[src/rtl/axil_selftest_pkg.sv]
// Shared types and constants for the AXI-Lite self-test initiator.
// Holds the run state encoding, error codes and AXI response values.
package axil_selftest_pkg;

  typedef enum logic [2:0] {
    ST_IDLE       = 3'd0,
    ST_RD_MAGIC_A = 3'd1,
    ST_RD_MAGIC_R = 3'd2,
    ST_WR_AW_W    = 3'd3,
    ST_WR_B       = 3'd4,
    ST_RD_SCR_A   = 3'd5,
    ST_RD_SCR_R   = 3'd6,
    ST_DONE       = 3'd7
  } state_e;

  localparam logic [2:0] ERR_OK       = 3'd0;
  localparam logic [2:0] ERR_MAGIC    = 3'd1;
  localparam logic [2:0] ERR_RRESP    = 3'd2;
  localparam logic [2:0] ERR_BRESP    = 3'd3;
  localparam logic [2:0] ERR_READBACK = 3'd4;
  localparam logic [2:0] ERR_TIMEOUT  = 3'd5;

  localparam logic [1:0] AXI_RESP_OKAY   = 2'b00;
  localparam logic [1:0] AXI_RESP_SLVERR = 2'b10;

  function automatic logic [15:0] sat_inc16(input logic [15:0] v);
    return (v == 16'hFFFF) ? v : (v + 16'd1);
  endfunction

endpackage

[src/rtl/axil_txn_timer.sv]
// Per-state watchdog: counts the cycles spent in one transaction state.
// clear_i marks the first cycle of a new state; expired_o flags the TIMEOUT_CYC-th cycle.
module axil_txn_timer #(
  parameter int unsigned TIMEOUT_CYC = 1024
) (
  input  logic clk_i,
  input  logic rst_i,
  input  logic clear_i,
  input  logic enable_i,
  output logic expired_o
);

  localparam int unsigned CW = $clog2(TIMEOUT_CYC + 1);
  localparam logic [CW-1:0] CNT_LAST = CW'(TIMEOUT_CYC - 1);
  localparam logic [CW-1:0] CNT_MAX  = CW'(TIMEOUT_CYC);

  logic [CW-1:0] cnt_q;
  logic [CW-1:0] cnt_d;

  // Next count: the current cycle is already counted when a state is entered.
  always_comb begin
    cnt_d = cnt_q;
    if (!enable_i) begin
      cnt_d = {CW{1'b0}};
    end else if (clear_i) begin
      cnt_d = CW'(1);
    end else if (cnt_q < CNT_MAX) begin
      cnt_d = cnt_q + CW'(1);
    end else begin
      cnt_d = cnt_q;
    end
  end

  // Count register.
  always_ff @(posedge clk_i or posedge rst_i) begin
    if (rst_i) begin
      cnt_q <= {CW{1'b0}};
    end else begin
      cnt_q <= cnt_d;
    end
  end

  assign expired_o = enable_i && (clear_i ? (TIMEOUT_CYC == 1) : (cnt_q >= CNT_LAST));

endmodule

[src/rtl/axil_selftest_master.sv]
// AXI-Lite initiator that reads a magic register, writes a scratch register and reads it back,
// reporting pass/fail, an error code and a saturating pass count.
module axil_selftest_master
  import axil_selftest_pkg::*;
#(
  parameter int unsigned ADDR_WIDTH = 32,
  parameter int unsigned DATA_WIDTH = 32,
  parameter logic [ADDR_WIDTH-1:0] CHECK_ADDR   = 32'h0000_0000,
  parameter logic [ADDR_WIDTH-1:0] SCRATCH_ADDR = 32'h0000_0004,
  parameter logic [DATA_WIDTH-1:0] EXP_MAGIC    = 32'h0011_4514,
  parameter logic [DATA_WIDTH-1:0] PATTERN      = 32'hA5C3_5A3C,
  parameter int unsigned TIMEOUT_CYC = 1024
) (
  input  logic                    sys_clk,
  input  logic                    perif_rst,
  input  logic                    start,
  output logic [ADDR_WIDTH-1:0]   m_axil_awaddr,
  output logic                    m_axil_awvalid,
  input  logic                    m_axil_awready,
  output logic [DATA_WIDTH-1:0]   m_axil_wdata,
  output logic [DATA_WIDTH/8-1:0] m_axil_wstrb,
  output logic                    m_axil_wvalid,
  input  logic                    m_axil_wready,
  input  logic [1:0]              m_axil_bresp,
  input  logic                    m_axil_bvalid,
  output logic                    m_axil_bready,
  output logic [ADDR_WIDTH-1:0]   m_axil_araddr,
  output logic                    m_axil_arvalid,
  input  logic                    m_axil_arready,
  input  logic [DATA_WIDTH-1:0]   m_axil_rdata,
  input  logic [1:0]              m_axil_rresp,
  input  logic                    m_axil_rvalid,
  output logic                    m_axil_rready,
  output logic                    busy,
  output logic                    done,
  output logic                    pass,
  output logic [2:0]              err_code,
  output logic [DATA_WIDTH-1:0]   err_data,
  output logic [15:0]             pass_cnt
);

  state_e                  state_q;
  logic [ADDR_WIDTH-1:0]   awaddr_q, araddr_q;
  logic [DATA_WIDTH-1:0]   wdata_q, err_data_q;
  logic [DATA_WIDTH/8-1:0] wstrb_q;
  logic                    awvalid_q, wvalid_q, bready_q, arvalid_q, rready_q;
  logic                    aw_done_q, w_done_q, tmr_clr_q;
  logic                    busy_q, done_q, pass_q;
  logic [2:0]              err_code_q;
  logic [15:0]             pass_cnt_q;

  logic                    expired_s, tmr_en_s, aw_fin_s, w_fin_s;
  logic                    fin_s;
  logic [2:0]              fin_code_s;
  logic [DATA_WIDTH-1:0]   fin_data_s;

  assign tmr_en_s = (state_q != ST_IDLE) && (state_q != ST_DONE);
  assign aw_fin_s = aw_done_q || (awvalid_q && m_axil_awready);
  assign w_fin_s  = w_done_q  || (wvalid_q  && m_axil_wready);

  axil_txn_timer #(.TIMEOUT_CYC(TIMEOUT_CYC)) u_timer (
    .clk_i     (sys_clk),
    .rst_i     (perif_rst),
    .clear_i   (tmr_clr_q),
    .enable_i  (tmr_en_s),
    .expired_o (expired_s)
  );

  // Decide whether this cycle ends the run, and with which code and data.
  always_comb begin
    fin_s      = 1'b0;
    fin_code_s = ERR_OK;
    fin_data_s = {DATA_WIDTH{1'b0}};
    if (expired_s) begin
      fin_s      = 1'b1;
      fin_code_s = ERR_TIMEOUT;
    end else begin
      case (state_q)
        ST_RD_MAGIC_R: begin
          if (m_axil_rvalid && (m_axil_rresp != AXI_RESP_OKAY)) begin
            fin_s      = 1'b1;
            fin_code_s = ERR_RRESP;
          end else if (m_axil_rvalid && (m_axil_rdata != EXP_MAGIC)) begin
            fin_s      = 1'b1;
            fin_code_s = ERR_MAGIC;
            fin_data_s = m_axil_rdata;
          end else begin
            fin_s = 1'b0;
          end
        end
        ST_WR_B: begin
          if (m_axil_bvalid && (m_axil_bresp != AXI_RESP_OKAY)) begin
            fin_s      = 1'b1;
            fin_code_s = ERR_BRESP;
          end else begin
            fin_s = 1'b0;
          end
        end
        ST_RD_SCR_R: begin
          if (!m_axil_rvalid) begin
            fin_s = 1'b0;
          end else if (m_axil_rresp != AXI_RESP_OKAY) begin
            fin_s      = 1'b1;
            fin_code_s = ERR_RRESP;
          end else if (m_axil_rdata != PATTERN) begin
            fin_s      = 1'b1;
            fin_code_s = ERR_READBACK;
            fin_data_s = m_axil_rdata;
          end else begin
            fin_s = 1'b1;
          end
        end
        default: fin_s = 1'b0;
      endcase
    end
  end

  // Run sequencer with registered AXI and status outputs.
  always_ff @(posedge sys_clk or posedge perif_rst) begin
    if (perif_rst) begin
      state_q    <= ST_IDLE;
      awaddr_q   <= {ADDR_WIDTH{1'b0}};
      araddr_q   <= {ADDR_WIDTH{1'b0}};
      wdata_q    <= {DATA_WIDTH{1'b0}};
      wstrb_q    <= {(DATA_WIDTH/8){1'b0}};
      awvalid_q  <= 1'b0;
      wvalid_q   <= 1'b0;
      bready_q   <= 1'b0;
      arvalid_q  <= 1'b0;
      rready_q   <= 1'b0;
      aw_done_q  <= 1'b0;
      w_done_q   <= 1'b0;
      tmr_clr_q  <= 1'b0;
      busy_q     <= 1'b0;
      done_q     <= 1'b0;
      pass_q     <= 1'b0;
      err_code_q <= ERR_OK;
      err_data_q <= {DATA_WIDTH{1'b0}};
      pass_cnt_q <= 16'h0000;
    end else begin
      tmr_clr_q <= 1'b0;
      if (fin_s) begin
        // Errors, timeouts and the final good read all land here; nothing else is issued.
        awvalid_q  <= 1'b0;
        wvalid_q   <= 1'b0;
        bready_q   <= 1'b0;
        arvalid_q  <= 1'b0;
        rready_q   <= 1'b0;
        busy_q     <= 1'b0;
        done_q     <= 1'b1;
        pass_q     <= (fin_code_s == ERR_OK);
        err_code_q <= fin_code_s;
        err_data_q <= fin_data_s;
        if (fin_code_s == ERR_OK) begin
          pass_cnt_q <= sat_inc16(pass_cnt_q);
        end
        state_q   <= ST_DONE;
        tmr_clr_q <= 1'b1;
      end else begin
        case (state_q)
          ST_IDLE, ST_DONE: begin
            if (start) begin
              done_q     <= 1'b0;
              pass_q     <= 1'b0;
              err_code_q <= ERR_OK;
              err_data_q <= {DATA_WIDTH{1'b0}};
              busy_q     <= 1'b1;
              arvalid_q  <= 1'b1;
              araddr_q   <= CHECK_ADDR;
              state_q    <= ST_RD_MAGIC_A;
              tmr_clr_q  <= 1'b1;
            end
          end
          ST_RD_MAGIC_A: begin
            if (m_axil_arready) begin
              arvalid_q <= 1'b0;
              rready_q  <= 1'b1;
              state_q   <= ST_RD_MAGIC_R;
              tmr_clr_q <= 1'b1;
            end
          end
          ST_RD_MAGIC_R: begin
            if (m_axil_rvalid) begin
              rready_q  <= 1'b0;
              awvalid_q <= 1'b1;
              wvalid_q  <= 1'b1;
              awaddr_q  <= SCRATCH_ADDR;
              wdata_q   <= PATTERN;
              wstrb_q   <= {(DATA_WIDTH/8){1'b1}};
              aw_done_q <= 1'b0;
              w_done_q  <= 1'b0;
              state_q   <= ST_WR_AW_W;
              tmr_clr_q <= 1'b1;
            end
          end
          ST_WR_AW_W: begin
            if (awvalid_q && m_axil_awready) begin
              awvalid_q <= 1'b0;
              aw_done_q <= 1'b1;
            end
            if (wvalid_q && m_axil_wready) begin
              wvalid_q <= 1'b0;
              w_done_q <= 1'b1;
            end
            if (aw_fin_s && w_fin_s) begin
              bready_q  <= 1'b1;
              state_q   <= ST_WR_B;
              tmr_clr_q <= 1'b1;
            end
          end
          ST_WR_B: begin
            if (m_axil_bvalid) begin
              bready_q  <= 1'b0;
              arvalid_q <= 1'b1;
              araddr_q  <= SCRATCH_ADDR;
              state_q   <= ST_RD_SCR_A;
              tmr_clr_q <= 1'b1;
            end
          end
          ST_RD_SCR_A: begin
            if (m_axil_arready) begin
              arvalid_q <= 1'b0;
              rready_q  <= 1'b1;
              state_q   <= ST_RD_SCR_R;
              tmr_clr_q <= 1'b1;
            end
          end
          ST_RD_SCR_R: state_q <= ST_RD_SCR_R;
          default:     state_q <= ST_IDLE;
        endcase
      end
    end
  end

  assign m_axil_awaddr  = awaddr_q;
  assign m_axil_awvalid = awvalid_q;
  assign m_axil_wdata   = wdata_q;
  assign m_axil_wstrb   = wstrb_q;
  assign m_axil_wvalid  = wvalid_q;
  assign m_axil_bready  = bready_q;
  assign m_axil_araddr  = araddr_q;
  assign m_axil_arvalid = arvalid_q;
  assign m_axil_rready  = rready_q;
  assign busy           = busy_q;
  assign done           = done_q;
  assign pass           = pass_q;
  assign err_code       = err_code_q;
  assign err_data       = err_data_q;
  assign pass_cnt       = pass_cnt_q;

endmodule

[config.mk]
export PLATFORM = sky130hd
export DESIGN_NAME = axil_selftest_master
export DESIGN_NICKNAME = d
export VERILOG_FILES = /design/src/rtl/axil_selftest_pkg.sv /design/src/rtl/axil_txn_timer.sv /design/src/rtl/axil_selftest_master.sv
export SDC_FILE = /design/constraint.sdc
export NUM_CORES = 1
export LEC_CHECK = 0
export ABC_AREA = 1
export CORE_MARGIN = 5
export CORE_UTILIZATION = 39
export DETAILED_ROUTE_END_ITERATION = 10
export HOLD_SLACK_MARGIN = 0.15
export PLACE_DENSITY = 0.77
export REMOVE_ABC_BUFFERS = 1
export SLEW_MARGIN = 5
export SYNTH_ARGS = -nofsm -noshare
export SYNTH_HDL_FRONTEND = slang
export SYNTH_SLANG_ARGS = --single-unit
[constraint.sdc]
create_clock -name sys_clk -period 2.4 [get_ports sys_clk]
set_clock_uncertainty 0.15 [all_clocks]
set_input_delay 0.48 -clock sys_clk [delete_from_list [all_inputs] [get_ports sys_clk]]
set_output_delay 0.48 -clock sys_clk [all_outputs]
set_load 0.005 [all_outputs]
Yosys cells after proc, flatten, opt, wreduce, memory -nomap -nowiden
Cells that the tools add are included.
Widths: inputs -> output; s select.
{"block": "word_totals", "out_inout_bits": 159, "inputBits": 44, "regBits": 111, "word_cells": 166}
{"block": "op_classes", "order_cmp": 2, "n_reduce_logical": 37, "n_eq_ne": 26, "addsub": 2, "n_bitwise": 2, "muxes": 77}
{"op": "$mux 32", "n": 10}
{"op": "$pmux 32 s2", "n": 2}
{"op": "$mux 3", "n": 14}
{"op": "$mux 1", "n": 35}
{"op": "$mux 11", "n": 3}
{"op": "$ne 32x21->1 const B", "n": 1}
{"op": "$ne 32x32->1 const B", "n": 1}
{"op": "$ne 3x3->1 const B", "n": 10}
{"op": "$pmux 3 s7", "n": 1}
{"op": "$reduce_and 3->1", "n": 6}
{"op": "$add 16x1->16 const B", "n": 1}
{"op": "$eq 16x16->1 const B", "n": 1}
{"op": "$reduce_and 4->1", "n": 4}
{"op": "$eq 3x3->1 const B", "n": 4}
{"op": "$pmux 1 s2", "n": 6}
{"op": "$reduce_bool 2->1", "n": 6}
{"op": "$reduce_bool 3->1", "n": 4}
{"op": "$add 11x1->11 const B", "n": 1}
{"op": "$ge 11x10->1 const B", "n": 1}
{"op": "$lt 11x11->1 const B", "n": 1}
{"op": "$ne 2x2->1 const B", "n": 5}
{"op": "$pmux 3 s3", "n": 1}
{"op": "$logic_and 1x1->1", "n": 8}
{"op": "$eq 3x2->1 const B", "n": 2}
{"op": "other kinds (12)", "n": 18}

Longest topological paths before layout
{"block": "depth", "word_depth": 8, "ltp_mapped": 15, "depth_no_buf": 13}

Hierarchy
A second synthesis with hierarchy kept.
{"block": "unflattened", "cells_unflattened": 671, "area_unflattened_um2": 5028.6}
{"mod": "axil_selftest_master", "area_per_inst_um2": 4371.7, "seq_area_each_um2": 1676.6, "instances": 1, "cells_each": 585}
{"mod": "axil_txn_timer", "area_per_inst_um2": 656.9, "seq_area_each_um2": 275.3, "instances": 1, "cells_each": 86}

Least setup slack after synthesis
Ideal clock, no wire load.
{"block": "synth_timing", "path_type": "reg-to-reg", "startpoint": "register u_timer.cnt_q[0]", "endpoint": "register pass_cnt_q[13], in the netlist pass_cnt[13]", "period_less_slack_ns": 1.998, "required_ns": 2.133, "setup_time_ns": 0.117, "n_path_buf": 1, "t_arrival_ns": 1.731, "stages_incl_launch_ff": 13, "setup_slack_ns": 0.402, "path_cell_list": "dfrtp_1 -> ha_1 -> inv_1 -> nor2_1 -> nand3_1 -> nand2_1 -> o21ai_4 -> nand4_1 -> nor2_4 -> nand2_4 -> buf_6 -> nand2_1 -> nand2_1"}
{"block": "synth_between", "elab_chain_cells": 6, "word_cells_on_any_way": 7, "classes_between": "1 x order compare; 3 x mux; 3 x reduce/logical"}
{"element": "from (decl)", "line": "axil_txn_timer.sv:17", "source": "logic [CW-1:0] cnt_q;"}
{"element": "from (signal assigned)", "line": "axil_txn_timer.sv:37", "source": "cnt_q <= {CW{1'b0}};"}
{"element": "from (signal assigned)", "line": "axil_txn_timer.sv:39", "source": "cnt_q <= cnt_d;"}
{"element": "$ge 11x10->1 *", "line": "axil_txn_timer.sv:43", "source": "assign expired_o = enable_i && (clear_i ? (TIMEOUT_CYC == 1) : (cnt_q >= CNT_LAST));"}
{"element": "$mux 1 *", "line": "axil_txn_timer.sv:43"}
{"element": "$logic_and 1x1->1 *", "line": "axil_txn_timer.sv:43"}
{"element": "$mux 3", "line": "axil_selftest_master.sv:74", "source": "if (expired_s) begin"}
{"element": "$logic_not 3->1", "line": "axil_selftest_master.sv:154", "source": "if (fin_code_s == ERR_OK) begin"}
{"element": "$reduce_and 3->1 (no line) *"}
{"element": "to (signal assigned)", "line": "axil_selftest_master.sv:155", "source": "pass_cnt_q <= sat_inc16(pass_cnt_q);"}
{"element": "to (decl)", "line": "axil_selftest_master.sv:50", "source": "logic [15:0] pass_cnt_q;"}
Mark *: on every way between the ends. The rest lies on a longest branch, timed or not.
A chain may end at the register's enable or synchronous reset.

Final worst setup path
{"block": "layout_timing", "startpoint": "input m_axil_rdata[14]", "endpoint": "register pass_cnt_q[9], in the netlist pass_cnt[9]"}
{"block": "layout_between", "elab_chain_cells": 8, "word_cells_on_any_way": 16, "classes_between": "2 x eq/ne; 11 x mux; 3 x reduce/logical"}
{"element": "from (decl)", "line": "axil_selftest_master.sv:30", "source": "input logic [DATA_WIDTH-1:0] m_axil_rdata,"}
{"element": "$ne 32x32->1 or $ne 32x21->1 (tied branches)", "line": "axil_selftest_master.sv:105, axil_selftest_master.sv:83"}
{"element": "$mux 3 or $logic_and 1x1->1 (tied branches)", "line": "axil_selftest_master.sv:105, axil_selftest_master.sv:83"}
{"element": "$mux 3 or $mux 1 (tied branches)", "line": "axil_selftest_master.sv:102, axil_selftest_master.sv:83"}
{"element": "$mux 3 or $mux 2 (tied branches)", "line": "axil_selftest_master.sv:100, axil_selftest_master.sv:80"}
{"element": "$pmux 3 s3", "line": "axil_selftest_master.sv:78", "source": "case (state_q)"}
{"element": "$mux 3", "line": "axil_selftest_master.sv:74"}
{"element": "$logic_not 3->1", "line": "axil_selftest_master.sv:154"}
{"element": "$reduce_and 3->1 (no line) *"}
Marked as above.

==> metrics.md <==
| Metric | Value |
|---|---|
| Final Non-Filler Cells | 952 |
| RePlAce Congestion | 0.881 |
| Avg Cell Area, Syn | 7.68 sq um |
| Synth area leaders | dfrtp_1, buf_4, nand2_1 |
| DIE WIDTH | 121 um |
| VDD IR max | 0.477 mV |
| Final net count | 827 |
| Vias in the first global route | 3,824 |
| CP startpoint kind | input port |
| WL per Instance | 12.5 um |
| Finished layout cell area | 6520 sq um |
| Post-route antenna net violation count | 0 |
| Critical path endpoint category | register |
| Yosys top cell by area | dfrtp_1 |
| H-tree depth | 3 |
| Library cells used by synthesis | 36 |
| Die area | 14,700 sq um |
| Max Cap Viol | 0 |
| Status | finished clean |
| Drc violations | 0 |
| Setup CP Type | input port to register |
| Router iterations before antenna repair | 4 |
| Top cells by count, synth | nand2_1, buf_4, dfrtp_1 |
| Req. time, crit path | 2480 ps |
| Count leader, synth | nand2_1 |
| Final core occ | 0.541 |
| Worst-path fanout max | 10 |
| Initial drt markers | 235 |
| Setup violators final | 0 |
| Fin crit period | 2220 ps |
| Netlist Area Pre-Place | 4840 sq um |
| CP arrival | 2300 ps |
| Layout cells sized above 1 | 0.120 |
| Final Power | 5.81 mW |
| Pre-CTS setup slack | -327 ps |
| FMAX | 451 MHz |
| Yosys warnings | 0 |
| DP Area | 6170 sq um |
| Via count | 4,097 |
| Global-route wire length before repair | 18,600 um |
| Final hold vios | 0 |
| Initial Util | 0.401 |
| Initial antenna violation count | 0 |
| CTS max path bufs | 2 |
| Largest net degree at the start of global routing | 40 |
| Multi-input logic area | 2090 sq um |
| Hpwl dp | 9340 um |
| Reg area | 1950 sq um |
| Power Density | 891 nW/um^2 |
| HP Class | input port to async pin |
| Layout area overhead | 34.8% |
| Asr flop ratio synth | 1.00 |
| RSZ-0062 raised after global routing | false |
| Placed cells | 936 |
| Post-synthesis register bit count | 78 |
| Register area share after synthesis | 0.404 |
| Area of the core | 12,100 sq um |
| Layout fillers | 1,131 |
| Inserted Clock Buffers | 9 |
| Ys flop type | dfrtp_1 |
| Clock Latency Late Sink | 340 ps |
| Post-synth EDFFs | 0 |
| Cells after synthesis | 630 |
| Grt ovf | 0 |
| Row count | 40 |
| Setup WS post-layout | 181 ps |
| Synth top area share | 0.404 |
| Port bufs | 124 |
| Leak | 3.18 nW |
| Sink Count | 78 |
| Die H | 121 um |
| Global Route Usage Sum | 0.157 |
| Period utilization | 0.925 |
| Worst-path clk slew | 60 ps |
| Antenna cells | 0 |
| Via-per-instance ratio | 4.30 |
| Root cell of the clock tree | clkbuf_16 |
| Num ports | 203 |
| CTS tree | done |
| Fin. max-slew vios | 0 |
| Routed WL | 11,900 um |
cell usage in the layout (no fill, tap or decap), types with 14 or more instances in the layout:
| cell | netlist | routed |
|---|---|---|
| a21oi_1 | 14 | 14 |
| buf_4 | 100 | 43 |
| clkdlybuf4s50_1 | 0 | 124 |
| conb_1 | 1 | 78 |
| dfrtp_1 | 78 | 77 |
| inv_1 | 70 | 69 |
| nand2_1 | 159 | 157 |
| nand3_1 | 34 | 33 |
| nand4_1 | 14 | 14 |
| nor2_1 | 42 | 38 |
| nor3_1 | 17 | 17 |
| o21ai_0 | 31 | 31 |
per-stage QoR:
step | setup TNS, ps | hold WS (ps)
2_1_floorplan | -17550 | 314
3_3_place_gp | -14770 | 303
3_5_place_dp | -15840 | 308
4_1_cts | 0 | 300
5_1_grt | 0 | 337
6_report | 0 | 298
kinds of logic (layout without fill, tap and decap cells):
family,count (synthesis),count (layout),share of synthesized area
buffers and inverters,186,263,0.229
AND/OR/NAND/NOR,280,280,0.254
AO/OA/AOI/OAI,68,68,0.0802
other,1,78,0.000775
adder cells (fa/ha/maj),2,2,0.00517
XOR/XNOR,15,15,0.0272
flip-flops,78,78,0.404
state kept, by name, indices dropped and copies added, names as in the netlist:
signal          count
state_q             3
m_axil_rready       1
done                1
pass                1
err_data           32
m_axil_wvalid       1
w_done_q            1
aw_done_q           1
busy                1
pass_cnt           16
m_axil_awvalid      1
m_axil_araddr       1
m_axil_arvalid      1
m_axil_bready       1
err_code            3
tmr_clr_q           1
m_axil_wstrb        1
u_timer.cnt_q      11
power by group:
part           switching [mW]  internal, mW
logic                    1.32          1.21
registers               0.202          1.63
clock network           0.524         0.925
total                    2.04          3.77
worst paths after layout:
| kind | start | endpoint | slack, ps | cells after the start |
|---|---|---|---|---|
| worst max-delay path | m_axil_rdata[14] | pass_cnt[9] | 180 | 13 |
| worst min-delay path | perif_rst | err_data[17] | 300 | 2 |
| worst max register to register | u_timer.cnt_q[0] | pass_cnt[9] | 190 | 12 |
| worst min register to register | busy | busy | 320 | 2 |
| max in group asynchronous | perif_rst | m_axil_wstrb[0] | 1200 | 3 |
| min in group sys_clk | busy | busy | 320 | 2 |
layer usage:
metal | part of all wire | up-vias | track usage
met1 | 0.43 | 1858 | 0.199
met3 | 0.060 | 16 | 0.0480
li1 | - | 2119 | -
met4 | 0.014 | 0 | 0.0413
met2 | 0.50 | 104 | 0.261
met5 | 0 | - | 0
critical path: stages:
cell	delay, ps
clkdlybuf4s50_1	500
nand2_1	70
nor2_2	120
nand2_2	90
nor3_1	190
nand2_1	100
nand3_1	100
nand2_1	90
nor2_4	170
buf_4	190
nand3_1	80
nand2_1	60
nand2_1	50
cell type report:
cell class / instances / share of cell area
multi-input cells: 443 / 0.321
clock inverters: 4 / 0.0111
flip-flops and latches: 78 / 0.300
inverters: 77 / 0.0445
repair buffers: 172 / 0.255
well taps: 168 / 0.0322
clock buffers: 10 / 0.0367
repair_timing:
item,4_1_cts,5_1_grt
endpoints found under the setup margin,0,58
setup buffers,0,2
hold buffers,0,0
resized for setup,0,9
endpoints found under the hold margin,0,0
(Power assumes the default switching activity.)
